`src/rtl/pong_ball_ctrl.sv`:
```
// Pong ball motion and rally controller: advances the ball once per frame_tick,
// bounces it off walls and paddles, and pulses a score event on a miss.
module pong_ball_ctrl #(
  parameter int unsigned H_RES       = 640,
  parameter int unsigned V_RES       = 480,
  parameter int unsigned BALL_SIZE   = 8,
  parameter int unsigned PADDLE_W    = 8,
  parameter int unsigned PADDLE_H    = 64,
  parameter int unsigned PADDLE_L_X  = 16,
  parameter int unsigned PADDLE_R_X  = 616,
  parameter int unsigned SPEED       = 2,
  parameter int unsigned HOLD_FRAMES = 60
) (
  input  logic       clk,
  input  logic       reset,
  input  logic       frame_tick,
  input  logic       serve,
  input  logic [9:0] paddle_l_y,
  input  logic [9:0] paddle_r_y,
  output logic [9:0] ball_x,
  output logic [9:0] ball_y,
  output logic       in_play,
  output logic       score_l_evt,
  output logic       score_r_evt
);

  localparam int unsigned HoldW = (HOLD_FRAMES > 2) ? $clog2(HOLD_FRAMES) : 1;

  localparam logic [10:0] Cx    = 11'((H_RES - BALL_SIZE) / 2);
  localparam logic [10:0] Cy    = 11'((V_RES - BALL_SIZE) / 2);
  localparam logic [10:0] Bs    = 11'(BALL_SIZE);
  localparam logic [10:0] Ph    = 11'(PADDLE_H);
  localparam logic [10:0] Sp    = 11'(SPEED);
  localparam logic [10:0] XMax  = 11'(H_RES - BALL_SIZE);
  localparam logic [10:0] YMax  = 11'(V_RES - BALL_SIZE);
  localparam logic [10:0] LFace = 11'(PADDLE_L_X + PADDLE_W);
  localparam logic [10:0] RFace = 11'(PADDLE_R_X);
  localparam logic [HoldW-1:0] HoldLast = HoldW'(HOLD_FRAMES - 1);

  typedef enum logic [1:0] {StIdle, StPlay, StPoint} state_e;

  state_e           state_q, state_d;
  logic [9:0]       x_q, x_d, y_q, y_d;
  logic             dx_q, dx_d;  // 1 = right
  logic             dy_q, dy_d;  // 1 = down
  logic [HoldW-1:0] hold_q, hold_d;
  logic             score_l_q, score_l_d, score_r_q, score_r_d;
  logic             in_play_q, in_play_d;

  logic [10:0] x11, y11, pl11, pr11;
  logic        ovl_l, ovl_r;
  logic [9:0]  mx, my;
  logic        mdx, mdy, miss_l, miss_r;

  assign x11  = {1'b0, x_q};
  assign y11  = {1'b0, y_q};
  assign pl11 = {1'b0, paddle_l_y};
  assign pr11 = {1'b0, paddle_r_y};

  assign ovl_l = (y11 + Bs > pl11) && (y11 < pl11 + Ph);
  assign ovl_r = (y11 + Bs > pr11) && (y11 < pr11 + Ph);

  // Candidate motion for this tick; only committed in PLAY on frame_tick.
  always_comb begin
    my  = y_q;
    mdy = dy_q;
    if (dy_q) begin
      if (y11 + Sp >= YMax) begin
        my  = YMax[9:0];
        mdy = 1'b0;
      end else begin
        my = 10'(y11 + Sp);
      end
    end else begin
      if (y11 < Sp) begin
        my  = 10'd0;
        mdy = 1'b1;
      end else begin
        my = 10'(y11 - Sp);
      end
    end
  end

  always_comb begin
    mx     = x_q;
    mdx    = dx_q;
    miss_l = 1'b0;
    miss_r = 1'b0;
    if (!dx_q) begin
      if (x11 >= LFace && x11 - Sp <= LFace && ovl_l) begin
        mx  = LFace[9:0];
        mdx = 1'b1;
      end else if (x11 < Sp) begin
        mx     = 10'd0;
        miss_l = 1'b1;
      end else begin
        mx = 10'(x11 - Sp);
      end
    end else begin
      if (x11 + Bs <= RFace && x11 + Bs + Sp >= RFace && ovl_r) begin
        mx  = 10'(RFace - Bs);
        mdx = 1'b0;
      end else if (x11 + Sp > XMax) begin
        mx     = XMax[9:0];
        miss_r = 1'b1;
      end else begin
        mx = 10'(x11 + Sp);
      end
    end
  end

  always_comb begin
    state_d   = state_q;
    x_d       = x_q;
    y_d       = y_q;
    dx_d      = dx_q;
    dy_d      = dy_q;
    hold_d    = hold_q;
    score_l_d = 1'b0;
    score_r_d = 1'b0;
    unique case (state_q)
      StIdle: begin
        x_d = Cx[9:0];
        y_d = Cy[9:0];
        if (serve) state_d = StPlay;
      end
      StPlay: begin
        if (frame_tick) begin
          x_d  = mx;
          y_d  = my;
          dx_d = mdx;
          dy_d = mdy;
          if (miss_l) begin
            score_r_d = 1'b1;
            state_d   = StPoint;
          end else if (miss_r) begin
            score_l_d = 1'b1;
            state_d   = StPoint;
          end
        end
      end
      StPoint: begin
        // dx is frozen since the miss, so it already points at the conceding side.
        if (frame_tick) begin
          if (hold_q == HoldLast) begin
            state_d = StIdle;
            hold_d  = '0;
            x_d     = Cx[9:0];
            y_d     = Cy[9:0];
          end else begin
            hold_d = hold_q + 1'b1;
          end
        end
      end
      default: state_d = StIdle;
    endcase
    in_play_d = (state_d == StPlay);
  end

  always_ff @(posedge clk or posedge reset) begin
    if (reset) begin
      state_q   <= StIdle;
      x_q       <= Cx[9:0];
      y_q       <= Cy[9:0];
      dx_q      <= 1'b1;
      dy_q      <= 1'b1;
      hold_q    <= '0;
      score_l_q <= 1'b0;
      score_r_q <= 1'b0;
      in_play_q <= 1'b0;
    end else begin
      state_q   <= state_d;
      x_q       <= x_d;
      y_q       <= y_d;
      dx_q      <= dx_d;
      dy_q      <= dy_d;
      hold_q    <= hold_d;
      score_l_q <= score_l_d;
      score_r_q <= score_r_d;
      in_play_q <= in_play_d;
    end
  end

  assign ball_x      = x_q;
  assign ball_y      = y_q;
  assign in_play     = in_play_q;
  assign score_l_evt = score_l_q;
  assign score_r_evt = score_r_q;

endmodule

```
`config.mk`:
```
export PLATFORM = sky130hd
export DESIGN_NAME = pong_ball_ctrl
export DESIGN_NICKNAME = d
export VERILOG_FILES = /design/src/rtl/pong_ball_ctrl.sv
export SDC_FILE = /design/constraint.sdc
export NUM_CORES = 1
export LEC_CHECK = 0
export ABC_AREA = 1
export BUFFER_PORTS_ARGS = -buffer_cell sky130_fd_sc_hd__buf_4
export CAP_MARGIN = 20
export CORE_MARGIN = 2
export CORE_UTILIZATION = 55
export DETAILED_ROUTE_END_ITERATION = 12
export PLACE_DENSITY = 0.77
export SYNTH_ARGS = -nofsm -noshare
export SYNTH_HDL_FRONTEND = slang
export SYNTH_SLANG_ARGS = --single-unit
```
`constraint.sdc`:
```
create_clock -name clk -period 6.54 [get_ports clk]
set_clock_uncertainty 0.15 [all_clocks]
set_input_delay 0.654 -clock clk [delete_from_list [all_inputs] [get_ports clk]]
set_output_delay 0.654 -clock clk [all_outputs]
set_load 0.03 [all_outputs]
```
-- After elaboration in Yosys (flattened, before gate mapping)
Index checks and enable logic that the tools add are counted.
- register bits: 33
- input bits: 24
- output and inout bits: 23
- word-level logic and storage cells: 92
- add/subtract/negate cells: 10
- order comparisons: 12
- eq/ne operators: 7
- multiplexer cells: 43
- reduce and logical (&&, ||, !) cells: 11
- operators by type and width (kind ; number):
    10-bit 2-to-1 mux ; 14
    10-bit case mux with 3 select lines ; 2
    10-bit by 2-bit adder with 11-bit output (second input constant) ; 2
    10-bit by 4-bit adder with 11-bit output (second input constant) ; 2
    10-bit by 7-bit adder with 11-bit output (second input constant) ; 2
    11-bit by 10-bit > comparator with 1-bit output ; 2
    10-bit by 11-bit < comparator with 1-bit output ; 2
    10-bit by 2-bit < comparator with 1-bit output (second input constant) ; 2
    1-bit 2-to-1 mux ; 19
    2-bit 2-to-1 mux ; 6
    11-bit by 2-bit adder with 11-bit output (second input constant) ; 1
    11-bit by 10-bit greater-or-equal comparator with 1-bit output (second input constant) ; 1
    11-bit by 9-bit greater-or-equal comparator with 1-bit output (second input constant) ; 1
    11-bit by 10-bit > comparator with 1-bit output (second input constant) ; 1
    11-bit by 10-bit <= comparator with 1-bit output (second input constant) ; 1
    11-bit by 5-bit <= comparator with 1-bit output (second input constant) ; 1
    10-bit by 2-bit subtractor with 11-bit output (second input constant) ; 1
    10-bit by 5-bit greater-or-equal comparator with 1-bit output (second input constant) ; 1
    10-bit by 2-bit subtractor with 10-bit output (second input constant) ; 1
    6-bit by 1-bit adder with 6-bit output (second input constant) ; 1
    6-bit equality test (second input constant) ; 1
    1-bit logical AND ; 6
    6-bit 2-to-1 mux ; 1
    2-bit != test (second input constant) ; 3
    7 further kinds ; 9

-- Depth between registers and ports, before layout
- depth after elaboration: 12
- depth in mapped cells: 19
- depth with buffers taken out: 19

-- Worst setup path before layout
No wires, ideal clock.
- path type: flip-flop to flip-flop
- start: register y_q[3], in the netlist ball_y[3]
- end: register x_q[6], in the netlist ball_x[6]
- setup time: 0.123 ns
- arrival time: 2.478 ns
- required time: 6.267 ns
- setup slack: 3.790 ns
- stages on the path, launching flop included: 18
- buffers on the path: 1
- cells stage by stage: dfstp_2 -> ha_1 -> nand2_1 -> inv_1 -> nand3_1 -> xor2_1 -> ha_1 -> nand3_1 -> nand2_1 -> nor2_1 -> nand2_1 -> nand2_1 -> nor2_1 -> nand2_2 -> buf_6 -> nand2_1 -> o22ai_1 -> nand2_1
- word-level cells in the longest chain between the ends: 8
- elaborated cells on any way between the ends: 14
- classes of those cells: add/sub: 1; order compare: 4; mux: 5; reduce/logical: 4
- RTL lines (what ; RTL line ; RTL):
    from (decl) ; 43 ; logic [9:0] x_q, x_d, y_q, y_d;
    from (signal assigned) ; 164 ; y_q <= Cy[9:0];
    from (signal assigned) ; 174 ; y_q <= y_d;
    10-bit by 4-bit adder with 11-bit output ; 60, 61 ;
    11-bit by 10-bit > comparator with 1-bit output (on tied branches) ; 60, 61 ;
    1-bit logical AND (on tied branches) ; 60, 61 ;
    1-bit logical AND (on tied branches) ; 90, 100 ;
    10-bit 2-to-1 mux (on tied branches) ; 90, 100 ;
    10-bit 2-to-1 mux (*) ; 89 ; if (!dx_q) begin
    10-bit 2-to-1 mux (*) ; 128 ; if (frame_tick) begin
    10-bit case mux with 3 select lines (*) ; 121 ; unique case (state_q)
    to (signal assigned) ; 163 ; x_q <= Cx[9:0];
    to (decl) ; 43 ;
Mark *: on every way between the ends. The rest lies on a longest branch, timed or not. The select of a mux whose other input is x is not followed.
A chain may end at the register's enable or synchronous reset.

-- Worst setup path in the final report
- start: register y_q[3], in the netlist ball_y[3]
- end: register state_q[1]
- word-level cells in the longest chain between the ends: 10
- elaborated cells on any way between the ends: 17
- classes of those cells: add/sub: 1; order compare: 4; mux: 8; reduce/logical: 4
- RTL lines (what ; RTL line ; RTL):
    10-bit by 4-bit adder with 11-bit output ; 60, 61 ;
    11-bit by 10-bit > comparator with 1-bit output ; 61 ; assign ovl_r = (y11 + Bs > pr11) && (y11 < pr11 + Ph);
    1-bit logical AND ; 61 ;
    1-bit logical AND ; 100 ; if (x11 + Bs <= RFace && x11 + Bs + Sp >= RFace && ovl_r) begin
    1-bit 2-to-1 mux ; 100 ;
    1-bit 2-to-1 mux ; 89 ;
    2-bit 2-to-1 mux ; 136 ; end else if (miss_r) begin
    2-bit 2-to-1 mux (*) ; 133 ; if (miss_l) begin
    2-bit 2-to-1 mux (*) ; 128 ;
    2-bit case mux with 3 select lines (*) ; 121 ;
    named net state_d[1] ; 42 ; state_e state_q, state_d;
    to (signal assigned) ; 162 ; state_q <= StIdle;
    to (signal assigned) ; 172 ; state_q <= state_d;
    to (decl) ; 42 ;
Mark *: on every way through the listed nets, which the timed path passes. The rest lies on a longest branch.

==> impl_results.md <==
- Status: finished, final reports clean
- Synth async-reset ratio: 100%
- Gr usage total: 25.7%
- Synth warnings: 0
- Fraction of final layout cells sized beyond drive strength 1: 14.1%
- PostCTS Resize Cnt: 0
- Number of violations of the max-capacitance limit: 0
- Clock Pin Slew Worst Setup and Hold Paths: 70 ps
- Internal power: 0.709 mW
- Max-slew headroom at the worst pin: 64.7%
- Required time of the critical path: 6550 ps
- Wire length of the first global-routing pass: 15.8 mm
- Number of enable-type register cells in the synthesized netlist: 0
- Die boundary width: 87.4 µm
- VDD IR-drop max: 0.000255 V
- Max Buffers Root-to-Sink: 2
- Cell types with the largest area share after synthesis: ha_1 16%, nand2_1 15%, dfrtp_1 12%
- Period utilization: 47.0%
- Per-instance average area after synthesis: 6.46 µm²
- Critical Path Fanout Max: 11
- Number of placed instances, taps included: 705
- Primary flip-flop cell chosen by synthesis mapping: dfrtp_1
- Class of the most critical hold timing path: in -> async
- Drt total wl: 9.56 mm
- Setup Crit Path Kind: reg -> reg
- Endpoints failing setup: 0
- Net switching power figure: 0.786 mW
- Final number of hold-violating endpoints: 0
- Number of antenna violations at the first check in global routing: 0
- Worst slew pin tran: 526 ps
- Maximum clock frequency: 326 MHz
- DRC violation count after routing: 0
- Detailed router's first-iteration violation count: 281
- Net switching fraction of the power: 52.6%
- Clock network fraction of total power: 11.3%
- Total placed instance area: 0.00418 mm²
- Number of global-route vias before repair: 3,423
- H-Tree Level Count: 2
- Total CTS buffers: 5
- Number of cell rows: 30
- Clock tree from TritonCTS: yes
- Die footprint: 0.00764 mm²
- Number of input and output port buffers inserted: 44
- Type of destination of the critical path: register
- Part of the power in registers: 23.8%
- Cell type contributing the most total cell area after synthesis: ha_1
- Weighted congestion at the end of routability-driven global placement: 0.998
- CP Data Arrival Time: 3080 ps
- Post-CTS Hold Buffers: 0
- Design Area, Final: 0.00429 mm²
- Final antenna-violating net count: 0
- Launching element type of the critical path: register
- Latest clock arrival within the worst-skew pair: 280 ps
- Cell types with the highest counts after synthesis: 150 x nand2_1, 89 x inv_1, 67 x nor2_1
- Sum of negative setup slack: 0 ps
- RSZ-0062 raised after global routing: no
- Number of unique standard cell types used by synthesis: 41
- Final number of max-transition violations: 0
- Reg2reg setup slack: 3470 ps
- Post-DR vias/cell: 5.47
- Proportion of netlist area held by the largest area contributor: 15.7%
- Power per unit of standard cell area: 349 mW/mm²
- R2r endpoint: state_q[1]
- Number of standard cells after synthesis: 592
- Mean routed wirelength per cell: 13.4 µm
- Via total after detailed routing: 3,899
- Diode insertion count for antenna repair: 0
- Most frequent cell after synthesis: nand2_1
- Number of detailed-route iterations in the first pass: 5
- Sum of net half-perimeters after detailed placement: 7.66 mm
- Final std cells w/o fill: 713
- Die Y: 87.4 µm
- Post-layout min period: 3070 ps
- Post-synthesis sequential element count: 31
- # Post-CTS Setup Buffers: 0
- Post-synth design cell area: 0.00382 mm²
- Area inside the core boundary: 0.00676 mm²
- Minimum hold slack: 294 ps
- Effective utilization at floorplan: 56.6%
- Number of cell instances on the worst register-to-register path: 16
- I/O pin total: 47
- Layout-stage area growth over the synthesis result: 12.1%
- Sequential area share after synthesis: 20.7%
- Root Buffer Master: clkbuf_8
- Leak pwr: 2.35 nW
- GR Overflow Total: 0
- Critical register-to-register path startpoint: ball_y[3]
- Clock sink count: 31
- Final net count: 704
- Finished Core Util: 63.5%
- Part of the total power dissipated in combinational logic: 64.9%
- Largest net degree at the start of global routing: 32
area by class of cell:
class                      count  area (µm²)
tap                           80         100
clock inverter                 1        7.51
clock buffer                   7        96.3
multi-input combinational    457        2610
fill                         655        2470
sequential                    31         791
timing repair buffer          46         345
inverter                      91         342
critical path, cell delays in order (launching register included):
cell,delay (ps)
dfstp_2,640
ha_1,220
nand2_1,80
inv_1,110
nand3_1,90
xor2_1,340
ha_1,220
nand3_1,100
nor2_1,100
nor2_1,50
nand2_1,50
nand2_1,50
nor2_1,140
nand2_2,170
nand2_1,160
nor2_2,50
or2_1,210
per-stage QoR:
step	power, mW	setup slack [ps]
floorplan	1.05	3790
global placement	1.28	3610
CTS	1.48	3450
global route	1.63	3140
detailed placement	1.31	3480
finish	1.50	3470
cell families (layout without fill, tap and decap cells):
| family | Yosys count | in the layout | synth area share (%) |
|---|---|---|---|
| and+or+nand+nor | 315 | 315 | 36.5 |
| buffers and inverters | 105 | 145 | 11.3 |
| AOI/OAI and AO/OA | 68 | 68 | 10.2 |
| adders and majority gates | 48 | 48 | 15.7 |
| DFF | 31 | 31 | 20.7 |
| xor gates and xnor gates | 23 | 23 | 5.27 |
| other | 1 | 2 | 0.0981 |
| muxes | 1 | 1 | 0.294 |
sequential cells by signal, indices dropped and copies added (netlist names):
signal       count
score_l_evt      1
ball_x           9
ball_y           9
score_r_evt      1
dx_q             1
dy_q             1
hold_q           6
state_q          2
in_play          1
placed cells by master, fill, tap and decap left out, types with 3 or more instances in the layout:
master	synthesis	final
a31oi_1	3	3
nand2_1	150	150
inv_1	89	89
nand3_2	5	5
ha_1	48	48
nor2_1	67	67
a21o_1	4	4
nand4_1	9	9
clkbuf_8	0	7
o22ai_1	4	4
nand3_1	53	53
dfrtp_1	19	19
buf_4	6	46
nor3b_1	4	4
o21ai_0	23	23
dfstp_2	12	12
nor3_1	7	7
nor2_4	3	3
a21oi_1	25	25
xor2_1	21	21
nand3b_1	3	3
nor2_2	4	4
nand2_2	4	4
metal layers:
layer  GRT usage (%)  vias to the layer above  wire, µm  part of all wire, %
li1                -                     1979         -                    -
met1            38.8                     1792      4800                   50
met2            39.9                      118      4160                   44
met3            3.03                       10       516                  5.4
met4            3.92                        0        89                 0.93
met5               0                        -         0                    0
worst max path at each step:
stage / endpoint / from / depth (start not counted)
after floorplan: ball_x[6] / ball_y[3] / 17
after global placement: state_q[1] / ball_y[3] / 16
after detailed placement: state_q[1] / ball_y[3] / 16
after CTS: state_q[1] / ball_y[3] / 16
after global routing: state_q[0] / ball_y[3] / 18
final: state_q[1] / ball_y[3] / 16
power groups by stage:
stage	sequential, mW	combinational (mW)	clock (mW)
after global routing	0.365	1.09	0.179
final	0.356	0.970	0.169
after CTS	0.354	0.957	0.171
after global placement	0.354	0.924	0
after detailed placement	0.357	0.950	0
after floorplan	0.380	0.670	0
(Power assumes the default switching activity.)
